==> src/rtl/switch_debouncer_pkg.sv <==
`default_nettype none
// ============================================================================
// Module  : switch_debouncer_pkg
// Purpose : Shared types and helpers for the switch debouncer slice.
//           Holds the qualifier FSM state encoding and the width helper
//           for the qualify counter.
// Ports   : none (package)
// Revision: 1.0 - initial release
// ============================================================================
package switch_debouncer_pkg;

  // Qualifier FSM states.
  typedef enum logic [1:0] {
    LOW       = 2'd0,
    WAIT_HIGH = 2'd1,
    HIGH      = 2'd2,
    WAIT_LOW  = 2'd3
  } state_t;

  // Width of the qualify counter. It must hold values 0..stable_cycles-1.
  // The result is never allowed below 1 bit.
  function automatic int cnt_width(input int stable_cycles);
    int w;
    w = $clog2(stable_cycles);
    return (w < 1) ? 1 : w;
  endfunction

endpackage : switch_debouncer_pkg
`default_nettype wire

==> src/rtl/switch_debouncer_if.sv <==
`default_nettype none
// ============================================================================
// Module  : switch_debouncer_if
// Purpose : Bundles the raw switch input and the conditioned outputs of the
//           debouncer.
// Ports   : switch_raw  - raw bouncy switch level (into the debouncer)
//           switch      - debounced level (out of the debouncer)
//           rise / fall - one-cycle accepted-edge pulses
//           busy        - candidate transition under qualification
//           press_count - wrapping count of accepted rises
//           master modport: the environment side (drives switch_raw)
//           slave  modport: the debouncer side (drives everything else)
// Revision: 1.0 - initial release
// ============================================================================
interface switch_debouncer_if #(
  parameter int COUNT_W = 8
);

  logic               switch_raw;
  logic               switch;
  logic               rise;
  logic               fall;
  logic               busy;
  logic [COUNT_W-1:0] press_count;

  modport master (
    output switch_raw,
    input  switch,
    input  rise,
    input  fall,
    input  busy,
    input  press_count
  );

  modport slave (
    input  switch_raw,
    output switch,
    output rise,
    output fall,
    output busy,
    output press_count
  );

endinterface : switch_debouncer_if
`default_nettype wire

==> src/rtl/switch_debouncer_sync.sv <==
`default_nettype none
// ============================================================================
// Module  : switch_debouncer_sync (module name: switch_sync)
// Purpose : Multi-flop synchroniser that brings the asynchronous switch level
//           into the clk domain. All flops reset synchronously to
//           RESET_LEVEL.
// Ports   : clk - clock
//           rst - synchronous active-high reset
//           d   - asynchronous input level
//           q   - synchronised level (last stage of the chain)
// Revision: 1.0 - initial release
// ============================================================================
module switch_sync #(
  parameter int   SYNC_STAGES = 2,
  parameter logic RESET_LEVEL = 1'b0
) (
  input  wire logic clk,
  input  wire logic rst,
  input  wire logic d,
  output logic      q
);

  import switch_debouncer_pkg::*;

  logic [SYNC_STAGES-1:0] r_chain;

  // Stage 0 samples the raw level. Each later stage takes the previous one.
  always_ff @(posedge clk) begin
    if (rst) begin
      r_chain <= {SYNC_STAGES{RESET_LEVEL}};
    end else begin
      r_chain <= {r_chain[SYNC_STAGES-2:0], d};
    end
  end

  assign q = r_chain[SYNC_STAGES-1];

endmodule : switch_sync
`default_nettype wire

==> src/rtl/switch_debouncer.sv <==
`default_nettype none
// ============================================================================
// Module  : switch_debouncer
// Purpose : Turns a raw, bouncy switch level into a clean synchronous level.
//           The block also produces one-cycle rise/fall pulses, a busy flag
//           and a wrapping press counter. A new level is accepted only after
//           STABLE_CYCLES consecutive identical synchronised samples.
// Ports   : clk - clock, rising edge active
//           rst - synchronous active-high reset
//           bus - switch_debouncer_if.slave (switch_raw in; switch, rise,
//                 fall, busy, press_count out; all outputs registered)
// Revision: 1.0 - initial release
// ============================================================================
module switch_debouncer #(
  parameter int   SYNC_STAGES   = 2,
  parameter int   STABLE_CYCLES = 4,
  parameter int   COUNT_W       = 8,
  parameter logic RESET_LEVEL   = 1'b0
) (
  input  wire logic          clk,
  input  wire logic          rst,
  switch_debouncer_if.slave  bus
);

  import switch_debouncer_pkg::*;

  localparam int               CNT_W         = cnt_width(STABLE_CYCLES);
  localparam logic [CNT_W-1:0] C_CNT_ONE     = CNT_W'(1);
  localparam logic [CNT_W-1:0] C_CNT_LAST    = CNT_W'(STABLE_CYCLES - 1);
  localparam state_t           C_RESET_STATE = RESET_LEVEL ? HIGH : LOW;

  logic               w_sync;

  state_t             r_state;
  state_t             w_state_nxt;
  logic [CNT_W-1:0]   r_cnt;
  logic [CNT_W-1:0]   w_cnt_nxt;
  logic               r_switch;
  logic               w_switch_nxt;
  logic               r_rise;
  logic               w_rise_nxt;
  logic               r_fall;
  logic               w_fall_nxt;
  logic               r_busy;
  logic               w_busy_nxt;
  logic [COUNT_W-1:0] r_press_count;
  logic [COUNT_W-1:0] w_press_count_nxt;

  switch_sync #(
    .SYNC_STAGES (SYNC_STAGES),
    .RESET_LEVEL (RESET_LEVEL)
  ) u_sync (
    .clk (clk),
    .rst (rst),
    .d   (bus.switch_raw),
    .q   (w_sync)
  );

  // State register plus the registered copies of every output.
  always_ff @(posedge clk) begin
    if (rst) begin
      r_state       <= C_RESET_STATE;
      r_cnt         <= '0;
      r_switch      <= RESET_LEVEL;
      r_rise        <= 1'b0;
      r_fall        <= 1'b0;
      r_busy        <= 1'b0;
      r_press_count <= '0;
    end else begin
      r_state       <= w_state_nxt;
      r_cnt         <= w_cnt_nxt;
      r_switch      <= w_switch_nxt;
      r_rise        <= w_rise_nxt;
      r_fall        <= w_fall_nxt;
      r_busy        <= w_busy_nxt;
      r_press_count <= w_press_count_nxt;
    end
  end

  // Next-state logic. The WAIT states count matching samples. The first
  // sample is taken when leaving the stable state, so the accept happens
  // on the STABLE_CYCLES-th consecutive matching sample. Any mismatch sends
  // the FSM back to the stable state and discards the partial count.
  always_comb begin
    w_state_nxt       = r_state;
    w_cnt_nxt         = r_cnt;
    w_switch_nxt      = r_switch;
    w_rise_nxt        = 1'b0;
    w_fall_nxt        = 1'b0;
    w_press_count_nxt = r_press_count;

    case (r_state)
      LOW: begin
        w_switch_nxt = 1'b0;
        if (w_sync) begin
          w_state_nxt = WAIT_HIGH;
          w_cnt_nxt   = C_CNT_ONE;
        end else begin
          w_cnt_nxt   = '0;
        end
      end

      WAIT_HIGH: begin
        if (!w_sync) begin
          w_state_nxt = LOW;
          w_cnt_nxt   = '0;
        end else if (r_cnt == C_CNT_LAST) begin
          w_state_nxt       = HIGH;
          w_cnt_nxt         = '0;
          w_switch_nxt      = 1'b1;
          w_rise_nxt        = 1'b1;
          w_press_count_nxt = r_press_count + COUNT_W'(1);
        end else begin
          w_cnt_nxt   = r_cnt + C_CNT_ONE;
        end
      end

      HIGH: begin
        w_switch_nxt = 1'b1;
        if (!w_sync) begin
          w_state_nxt = WAIT_LOW;
          w_cnt_nxt   = C_CNT_ONE;
        end else begin
          w_cnt_nxt   = '0;
        end
      end

      WAIT_LOW: begin
        if (w_sync) begin
          w_state_nxt = HIGH;
          w_cnt_nxt   = '0;
        end else if (r_cnt == C_CNT_LAST) begin
          w_state_nxt  = LOW;
          w_cnt_nxt    = '0;
          w_switch_nxt = 1'b0;
          w_fall_nxt   = 1'b1;
        end else begin
          w_cnt_nxt    = r_cnt + C_CNT_ONE;
        end
      end

      default: begin
        w_state_nxt = C_RESET_STATE;
        w_cnt_nxt   = '0;
      end
    endcase

    // busy is registered, so it follows the state being entered.
    w_busy_nxt = (w_state_nxt == WAIT_HIGH) || (w_state_nxt == WAIT_LOW);
  end

  assign bus.switch      = r_switch;
  assign bus.rise        = r_rise;
  assign bus.fall        = r_fall;
  assign bus.busy        = r_busy;
  assign bus.press_count = r_press_count;

endmodule : switch_debouncer
`default_nettype wire

==> src/flat_wrapper.sv <==
// flat-port wrapper written by rule: the top's interface ports become plain ports
module switch_debouncer_flat import switch_debouncer_pkg::*;
#(
  parameter int   SYNC_STAGES   = 2,
  parameter int   STABLE_CYCLES = 4,
  parameter int   COUNT_W       = 8,
  parameter logic RESET_LEVEL   = 1'b0
)
  (clk, rst, bus_switch_raw, bus_switch, bus_rise, bus_fall, bus_busy, bus_press_count);
  switch_debouncer_if #(.COUNT_W(COUNT_W)) bus_i ();
  input  wire logic clk;
  input  wire logic rst;
  input wire logic [$bits(bus_i.switch_raw)-1:0] bus_switch_raw;
  output wire logic [$bits(bus_i.switch)-1:0] bus_switch;
  output wire logic [$bits(bus_i.rise)-1:0] bus_rise;
  output wire logic [$bits(bus_i.fall)-1:0] bus_fall;
  output wire logic [$bits(bus_i.busy)-1:0] bus_busy;
  output wire logic [$bits(bus_i.press_count)-1:0] bus_press_count;
  assign bus_i.switch_raw = bus_switch_raw;
  assign bus_switch = bus_i.switch;
  assign bus_rise = bus_i.rise;
  assign bus_fall = bus_i.fall;
  assign bus_busy = bus_i.busy;
  assign bus_press_count = bus_i.press_count;
  switch_debouncer #(.SYNC_STAGES(SYNC_STAGES), .STABLE_CYCLES(STABLE_CYCLES), .COUNT_W(COUNT_W), .RESET_LEVEL(RESET_LEVEL)) u_core (.clk(clk), .rst(rst), .bus(bus_i));
endmodule
==> config.mk <==
export PLATFORM = sky130hd
export DESIGN_NAME = switch_debouncer_flat
export DESIGN_NICKNAME = d
export VERILOG_FILES = /design/src/rtl/switch_debouncer_pkg.sv /design/src/rtl/switch_debouncer_if.sv /design/src/rtl/switch_debouncer_sync.sv /design/src/rtl/switch_debouncer.sv /design/src/flat_wrapper.sv
export SDC_FILE = /design/constraint.sdc
export NUM_CORES = 1
export LEC_CHECK = 0
export CORE_MARGIN = 2
export CORE_UTILIZATION = 45
export CTS_CLUSTER_DIAMETER = 100
export DETAILED_ROUTE_END_ITERATION = 8
export HOLD_SLACK_MARGIN = 0.03
export PLACE_DENSITY = 0.75
export SKIP_LAST_GASP = 1
export SYNTH_ARGS = -nofsm -noshare
export SYNTH_HDL_FRONTEND = slang
export SYNTH_SLANG_ARGS = --single-unit
==> constraint.sdc <==
create_clock -name clk -period 1.7 [get_ports clk]
set_clock_uncertainty 0.2 [all_clocks]
set_input_delay 0.255 -clock clk [delete_from_list [all_inputs] [get_ports clk]]
set_output_delay 0.255 -clock clk [all_outputs]
set_load 0.05 [all_outputs]
==> results of run 1 <==
## layer usage
| layer | vias up | wire [µm] | share of wire, % | GRT usage (%) |
|---|---|---|---|---|
| met5 | - | 0 | 0 | 0 |
| met4 | 0 | 18 | 1.1 | 8.333 |
| met3 | 2 | 53 | 3.1 | 6.923 |
| met2 | 10 | 839 | 50 | 28.65 |
| met1 | 332 | 781 | 46 | 23.76 |
| li1 | 354 | - | - | - |
## cells in the final DEF (no fill, tap or decap), drive strengths merged, types with 4 or more instances in the layout
master,count
xor2,4
nand3,4
dfxtp,18
ha,6
nor2,15
a21oi,4
buf,18
o21ai,4
inv,5
## cell families (layout without fill, tap and decap cells)
| logic type | count (synthesis) | after routing | share of synthesized area (%) |
|---|---|---|---|
| AOI/OAI and AO/OA | 16 | 16 | 12.35 |
| xor gates and xnor gates | 7 | 7 | 7.292 |
| adders and majority gates | 6 | 6 | 8.928 |
| buffers and inverters | 9 | 28 | 4.613 |
| DFF | 18 | 18 | 42.86 |
| muxes | 3 | 3 | 3.572 |
| and+or+nand+nor | 32 | 32 | 20.39 |
## power by group
group,internal [W],switching [W]
combinational,0.000131,0.000151
clock,0.0000823,0.000116
sequential,0.000444,0.0000173
total,0.000657,0.000284
## per-stage QoR
step	worst slack (ns)	utilization (%)	cells
2_1_floorplan	0.09646	-	91
3_3_place_gp	0.02272	64.30	132
3_5_place_dp	-0.06581	64.30	132
4_1_cts	0.03468	66.24	135
5_1_grt	0.0001190	67.60	135
6_report	0.08472	67.60	135
## sequential cells by signal, indices dropped and copies added (netlist names)
name	count
u_core.bus.busy	1
u_core.bus.fall	1
u_core.bus.press_count	8
u_core.bus.rise	1
u_core.bus.switch	1
u_core.r_cnt	2
u_core.r_state	2
u_core.u_sync.r_chain	2
## synth_stat cells (3+ instances only)
master   number
nand3_1       3
dfxtp_1      18
xnor2_1       3
mux2i_1       3
a21oi_1       4
nor2b_1       3
nor2_1       15
ha_1          6
o21ai_0       4
xor2_1        4
inv_1         5
## worst register-to-register path: cells and delay by family (launching register included)
kind	cells	cell delay, ns
buffers and inverters	2	0.28
DFF	1	0.32
and+or+nand+nor	2	0.14
AOI/OAI and AO/OA	2	0.42
adders and majority gates	1	0.17
## layout make-up
| type | instances | share of cell area [%] |
|---|---|---|
| Clock buffer | 3 | 1.909 |
| Inverter | 5 | 1.591 |
| Multi-Input combinational cell | 64 | 40.30 |
| Sequential cell | 18 | 30.86 |
| Tap cell | 25 | 2.651 |
| Timing Repair Buffer | 20 | 22.69 |
## repair_timing
item                                    CTS  global route
endpoints found under the hold margin     0             0
gates resized for setup                   3             5
setup buffers                             0             0
endpoints found under the setup margin    2             8
## path summary, 6_finish.rpt
| kind | start | endpoint | slack, ns | depth (start not counted) |
|---|---|---|---|---|
| worst min-delay path | u_core.u_sync.r_chain[0] | u_core.u_sync.r_chain[1] | 0.25 | 1 |
| worst max-delay path | u_core.r_state[1] | u_core.r_state[0] | 0.08 | 7 |
| worst max register to register | u_core.r_state[1] | u_core.r_state[0] | 0.08 | 7 |
| worst min register to register | u_core.u_sync.r_chain[0] | u_core.u_sync.r_chain[1] | 0.25 | 1 |
==> impl_metrics.csv, run 1 <==
group,metric,value,unit
floorplan,io_pins,15,
floorplan,fp.coreArea,1745,µm²
logic_synthesis,netlist_top_cells_area,"dfxtp_1 (43%), ha_1 (8.9%), nor2_1 (6.7%)",
global_route,grt_pass1_vias,664,
floorplan,initial_utilization,48.17,%
logic_synthesis,synth-edff-count,0,
critical_path,cp.required,1.69,ns
layout,area_growth,40.33,%
logic_synthesis,netlist.area_leader.share,42.86,%
layout,fillers,150,
critical_path,critPathBufInv,2,
routing,finalWirelength,1.691,mm
global_route,grt_overflow,0,
timing,finalSetupTns,0,ns
routing,vias,698,
critical_path,crit_path_start_kind,"flip-flop",
clock_tree,clk_pin_slew,0.09,ns
critical_path,crit_path_end_kind,"flip-flop",
timing,final-setup-viol-count,0,
critical_path,cp_slowest_cell,"dfxtp_1",
layout,nets,121,
critical_path,cp_top_family,"compound AO/OA/AOI/OAI gates",
timing,fmax,619.1,MHz
logic_synthesis,yosys.cell_types.count,30,
timing,fin_crit,1.615,ns
placement,dpl-instance-area,1122,µm²
timing,relSlewSlack,78.85,%
critical_path,cpMostUsedCell,"nor2_1",
clock_tree,ctsHoldBuffers,0,
logic_synthesis,synth_top_area_cell,"dfxtp_1",
routing,avgRoutedWirePerCell,12.53,µm
placement,place.gp.congestion,0.7970,
floorplan,die_h,47.23,µm
run,cap_violations,0,
logic_synthesis,synth_async_sr_flop_share,0,%
power_and_ir_drop,ir_drop,0.0005650,V
logic_synthesis,syn_area_per_cell,9.240,µm²
power_and_ir_drop,power.leakage,0.4620,nW
global_route,grt_max_degree,13,
timing,final_max_slew_viol_count,0,
routing,drtIter0Drc,8,
logic_synthesis,yosysWarnings,0,
outcome,status,"complete, no violations",
clock_tree,cts.sinks,18,
routing,drtAntennaViolNets,0,
critical_path,criticalPathCategory,"reg2reg",
timing,rsz0062_at_grt,"no",
logic_synthesis,synth_seq_cells,18,
layout,drive_gt1_share,27.27,%
floorplan,rows,15,
clock_tree,cts_tree,"yes",
power_and_ir_drop,power.density,798.1,nW/µm²
floorplan,fp.dieW,47.23,µm
clock_tree,clk-insertion-delay-late,0.28,ns
critical_path,cp_max_fo,8,
timing,timing.hold.ws,0.2474,ns
critical_path,cp.arrival,1.61,ns
logic_synthesis,ys_seq_area_share,42.86,%
logic_synthesis,synthFlopType,"dfxtp_1",
worst_hold_path,hold_class,"reg2reg",
layout,regArea,364.1,µm²
layout,multi_input_area,475.5,µm²
placement,dp_hpwl,1.280,mm
critical_path,max_stage_delay,0.32,ns
clock_tree,clock-root-buffer,"clkbuf_4",
timing,worstMarginPinSlew,0.3169,ns
clock_tree,htree_num_levels,1,
routing,dr.pass1.iters,4,
placement,portBuffers,14,
power_and_ir_drop,p_total,0.0009417,W
clock_tree,cts_max_path_buffers,2,
global_route,antenna_found_initial,0,
timing,period_share,95.02,%
layout,final_area,1180,µm²
global_route,grtUsageTotal,18.82,%
routing,vias_per_cell,5.170,
critical_path,path_cells,"inv_1 > buf_4 > ha_4 > nor2_1 > nor2_1 > o22ai_1 > a221oi_2",
routing,route.detailed.drc,0,
layout,antenna-diode-count,0,
clock_tree,cts_buffers,3,
floorplan,die_area,2230,µm²
logic_synthesis,synthesis.nets,100,
logic_synthesis,syn_inst,91,
logic_synthesis,syn_area,840.8,µm²
timing,hold_viol,0,
global_route,grt_first_pass_wirelength,2.801,mm
Note: power is estimated with default switching activity, not from simulation.
==> run 2: changes to the inputs <==
Settings changed: CTS_CLUSTER_SIZE set to 14, SKIP_CTS_REPAIR_TIMING set to 1.
==> results of run 2 <==
The final DEF is identical to that of run 1. Status: complete, no violations.
Among the figures that moved: wire length of the first global-routing pass 2801 µm -> 2725 µm; via count of the first global-routing pass 664 -> 652; overall routing resource usage 18.82% -> 18.35%; met1 usage 23.76% -> 23.06%; met2 usage 28.65% -> 27.84%
==> run 3: changes to the inputs <==
Settings changed: GPL_TIMING_DRIVEN set to 0.
==> run 3 against run 2 <==
  * First-iteration DRC count fell by 25%
  * Sequential power is essentially flat
  * Die area did not move
  * Routed wire length down 1.8%
  * Cell count shrank 1.5%
  * Hold slack got worse by 0.11 ns
  * Worst setup slack lost 0.035 ns
  * Sequential share of layout area increased by 1.9 points
  * Via count shrank 2.7%
  * Register-to-register slack barely moved
  * Flip-flop and latch count did not move
  * Largest cell class unchanged
==> impl_metrics.csv, run 3 (same netlist as run 1, synthesis figures left out) <==
group,metric,value,unit
critical_path,cp_top_family,"buffers and inverters",
layout,post-route-util,63.51,%
timing,worst_slack,0.04987,ns
clock_tree,clk-insertion-delay-late,0.30,ns
layout,multi_input_area,475.5,µm²
layout,drive_gt1_share,14.81,%
timing,period_share,97.07,%
routing,dr.pass1.iters,3,
routing,avgRoutedWirePerCell,12.48,µm
floorplan,fp.coreArea,1745,µm²
global_route,antenna_found_initial,0,
critical_path,cp_slowest_cell,"dlymetal6s2s_1",
placement,place.gp.congestion,0.7163,
critical_path,criticalPathCategory,"reg2out",
floorplan,fp.dieW,47.23,µm
routing,route.detailed.drc,0,
global_route,grt_max_degree,11,
power_and_ir_drop,power_frac_seq,46.7,%
timing,rsz0062_at_grt,"yes",
power_and_ir_drop,switching_power,0.0003079,W
power_and_ir_drop,power.leakage,0.6255,nW
timing,relSlewSlack,65.60,%
routing,vias,679,
critical_path,crit_path_start_kind,"flip-flop",
global_route,met3_usage,3.846,%
timing,final-setup-viol-count,0,
critical_path,cp.arrival,1.20,ns
layout,final_common_cell,"dfxtp_1",
timing,hold_viol,0,
layout,antenna-diode-count,0,
routing,vias_per_cell,5.105,
global_route,grt_busiest_layer,"met2",
global_route,grt_first_pass_wirelength,2.490,mm
layout,nets,118,
layout,regArea,362.8,µm²
critical_path,cp.required,1.24,ns
placement,dpl_worst_slack,-0.09338,ns
global_route,grtUsageMet2,23.51,%
layout,layout_common_cells,"dfxtp_1 (16), nor2_1 (15), dlymetal6s2s_1 (12)",
clock_tree,cts_max_path_buffers,2,
placement,portBuffers,13,
power_and_ir_drop,p_comb_share,25.8,%
clock_tree,cts_tree,"yes",
routing,finalWirelength,1.660,mm
power_and_ir_drop,power.density,890.6,nW/µm²
global_route,grtUsageTotal,15.96,%
power_and_ir_drop,power_switching_share,31.18,%
critical_path,crit_path_end_kind,"output pin",
critical_path,max_stage_delay,0.46,ns
floorplan,rows,15,
worst_hold_path,hold_class,"in2reg",
outcome,status,"complete, no violations",
global_route,grt_overflow,0,
layout,area_growth,31.84,%
placement,dp_hpwl,1.070,mm
global_route,grt_pass1_vias,613,
routing,drtAntennaViolNets,0,
worst_hold_path,hold_end,"u_core.u_sync.r_chain[1]",
power_and_ir_drop,ir_drop,0.0007090,V
floorplan,die_h,47.23,µm
critical_path,reg2reg_depth,5,
floorplan,io_pins,15,
floorplan,initial_utilization,48.17,%
timing,worstMarginPinSlew,0.5152,ns
timing,fin_crit,1.650,ns
run,cap_violations,0,
critical_path,worstReg2RegStart,"u_core.r_state[0]",
worst_hold_path,min_from,"rst",
clock_tree,cts.sinks,18,
critical_path,cp_max_fo,7,
timing,final_max_slew_viol_count,0,
timing,fmax,606.0,MHz
floorplan,die_area,2230,µm²
power_and_ir_drop,intPower,0.0006794,W
clock_tree,cts_buffers,3,
layout,largest_reg_flops,8,
power_and_ir_drop,p_total,0.0009873,W
layout,fillers,149,
clock_tree,clock-root-buffer,"clkbuf_4",
clock_tree,clk_pin_slew,0.10,ns
clock_tree,htree_num_levels,1,
critical_path,path_cells,"dlymetal6s2s_1",
critical_path,critPathBufInv,1,
global_route,grt_util_met1,20.79,%
critical_path,reg2reg_slack,0.08,ns
worst_hold_path,hold_depth,2,
routing,drtIter0Drc,6,
critical_path,regToRegEndpoint,"u_core.r_state[1]",
power_and_ir_drop,p_clk_share,27.5,%
==> run 3: cell count changes in the layout (fill, tap and decap cells not counted) <==
cell,previous run,this run
clkdlybuf4s50_1,2,1
dfxtp_1,15,16
buf_2,0,1
buf_4,9,2
clkbuf_1,0,1
dlymetal6s2s_1,0,12
clkbuf_8,0,1
inv_1,4,3
inv_2,1,2
dfxtp_2,3,2
buf_12,9,0
==> run 3: routing by layer <==
layer,wire (µm),vias up
met1,839,317
met2,744,11
met3,48,4
met5,0,-
met4,28,0
li1,-,347
==> run 3: power by group through the flow <==
stage               combinational, W  clock, W  sequential (W)
finish                      0.000255  0.000272        0.000461
global placement            0.000199         0        0.000467
detailed placement          0.000204         0        0.000468
floorplan                   0.000132         0        0.000493
CTS                         0.000205  0.000273        0.000458
global route                0.000277  0.000290        0.000465
==> run 3: through the flow <==
step / cell area (µm²) / hold WS (ns) / instances / setup TNS, ns
floorplan: 843.3 / 0.1832 / 91 / 0
global placement: 1005 / 0.2173 / 129 / -0.06226
detailed placement: 1005 / 0.2352 / 129 / -0.2558
CTS: 1041 / 0.1297 / 133 / -3.318
global route: 1109 / 0.1637 / 133 / -0.05088
finish: 1109 / 0.1405 / 133 / 0
==> run 3: layout make-up <==
| cell class | count | share of cell area, % |
|---|---|---|
| plain buffers | 3 | 1.467 |
| flip-flops and latches | 18 | 32.73 |
| well taps | 25 | 2.822 |
| inverters | 5 | 1.693 |
| clock buffers | 4 | 3.273 |
| repair buffers | 14 | 15.12 |
| multi-input cells | 64 | 42.89 |
==> run 3: worst max-delay path by stage <==
stage | cells after the start | to | start
2_1_floorplan | 6 | u_core.bus.press_count[4] | u_core.r_state[1]
3_3_place_gp | 6 | u_core.bus.press_count[7] | u_core.r_state[1]
3_5_place_dp | 7 | u_core.bus.busy | u_core.r_state[0]
4_1_cts | 1 | bus_press_count[3] | u_core.bus.press_count[3]
5_1_grt | 5 | u_core.r_state[1] | u_core.r_state[0]
6_report | 1 | bus_press_count[3] | u_core.bus.press_count[3]
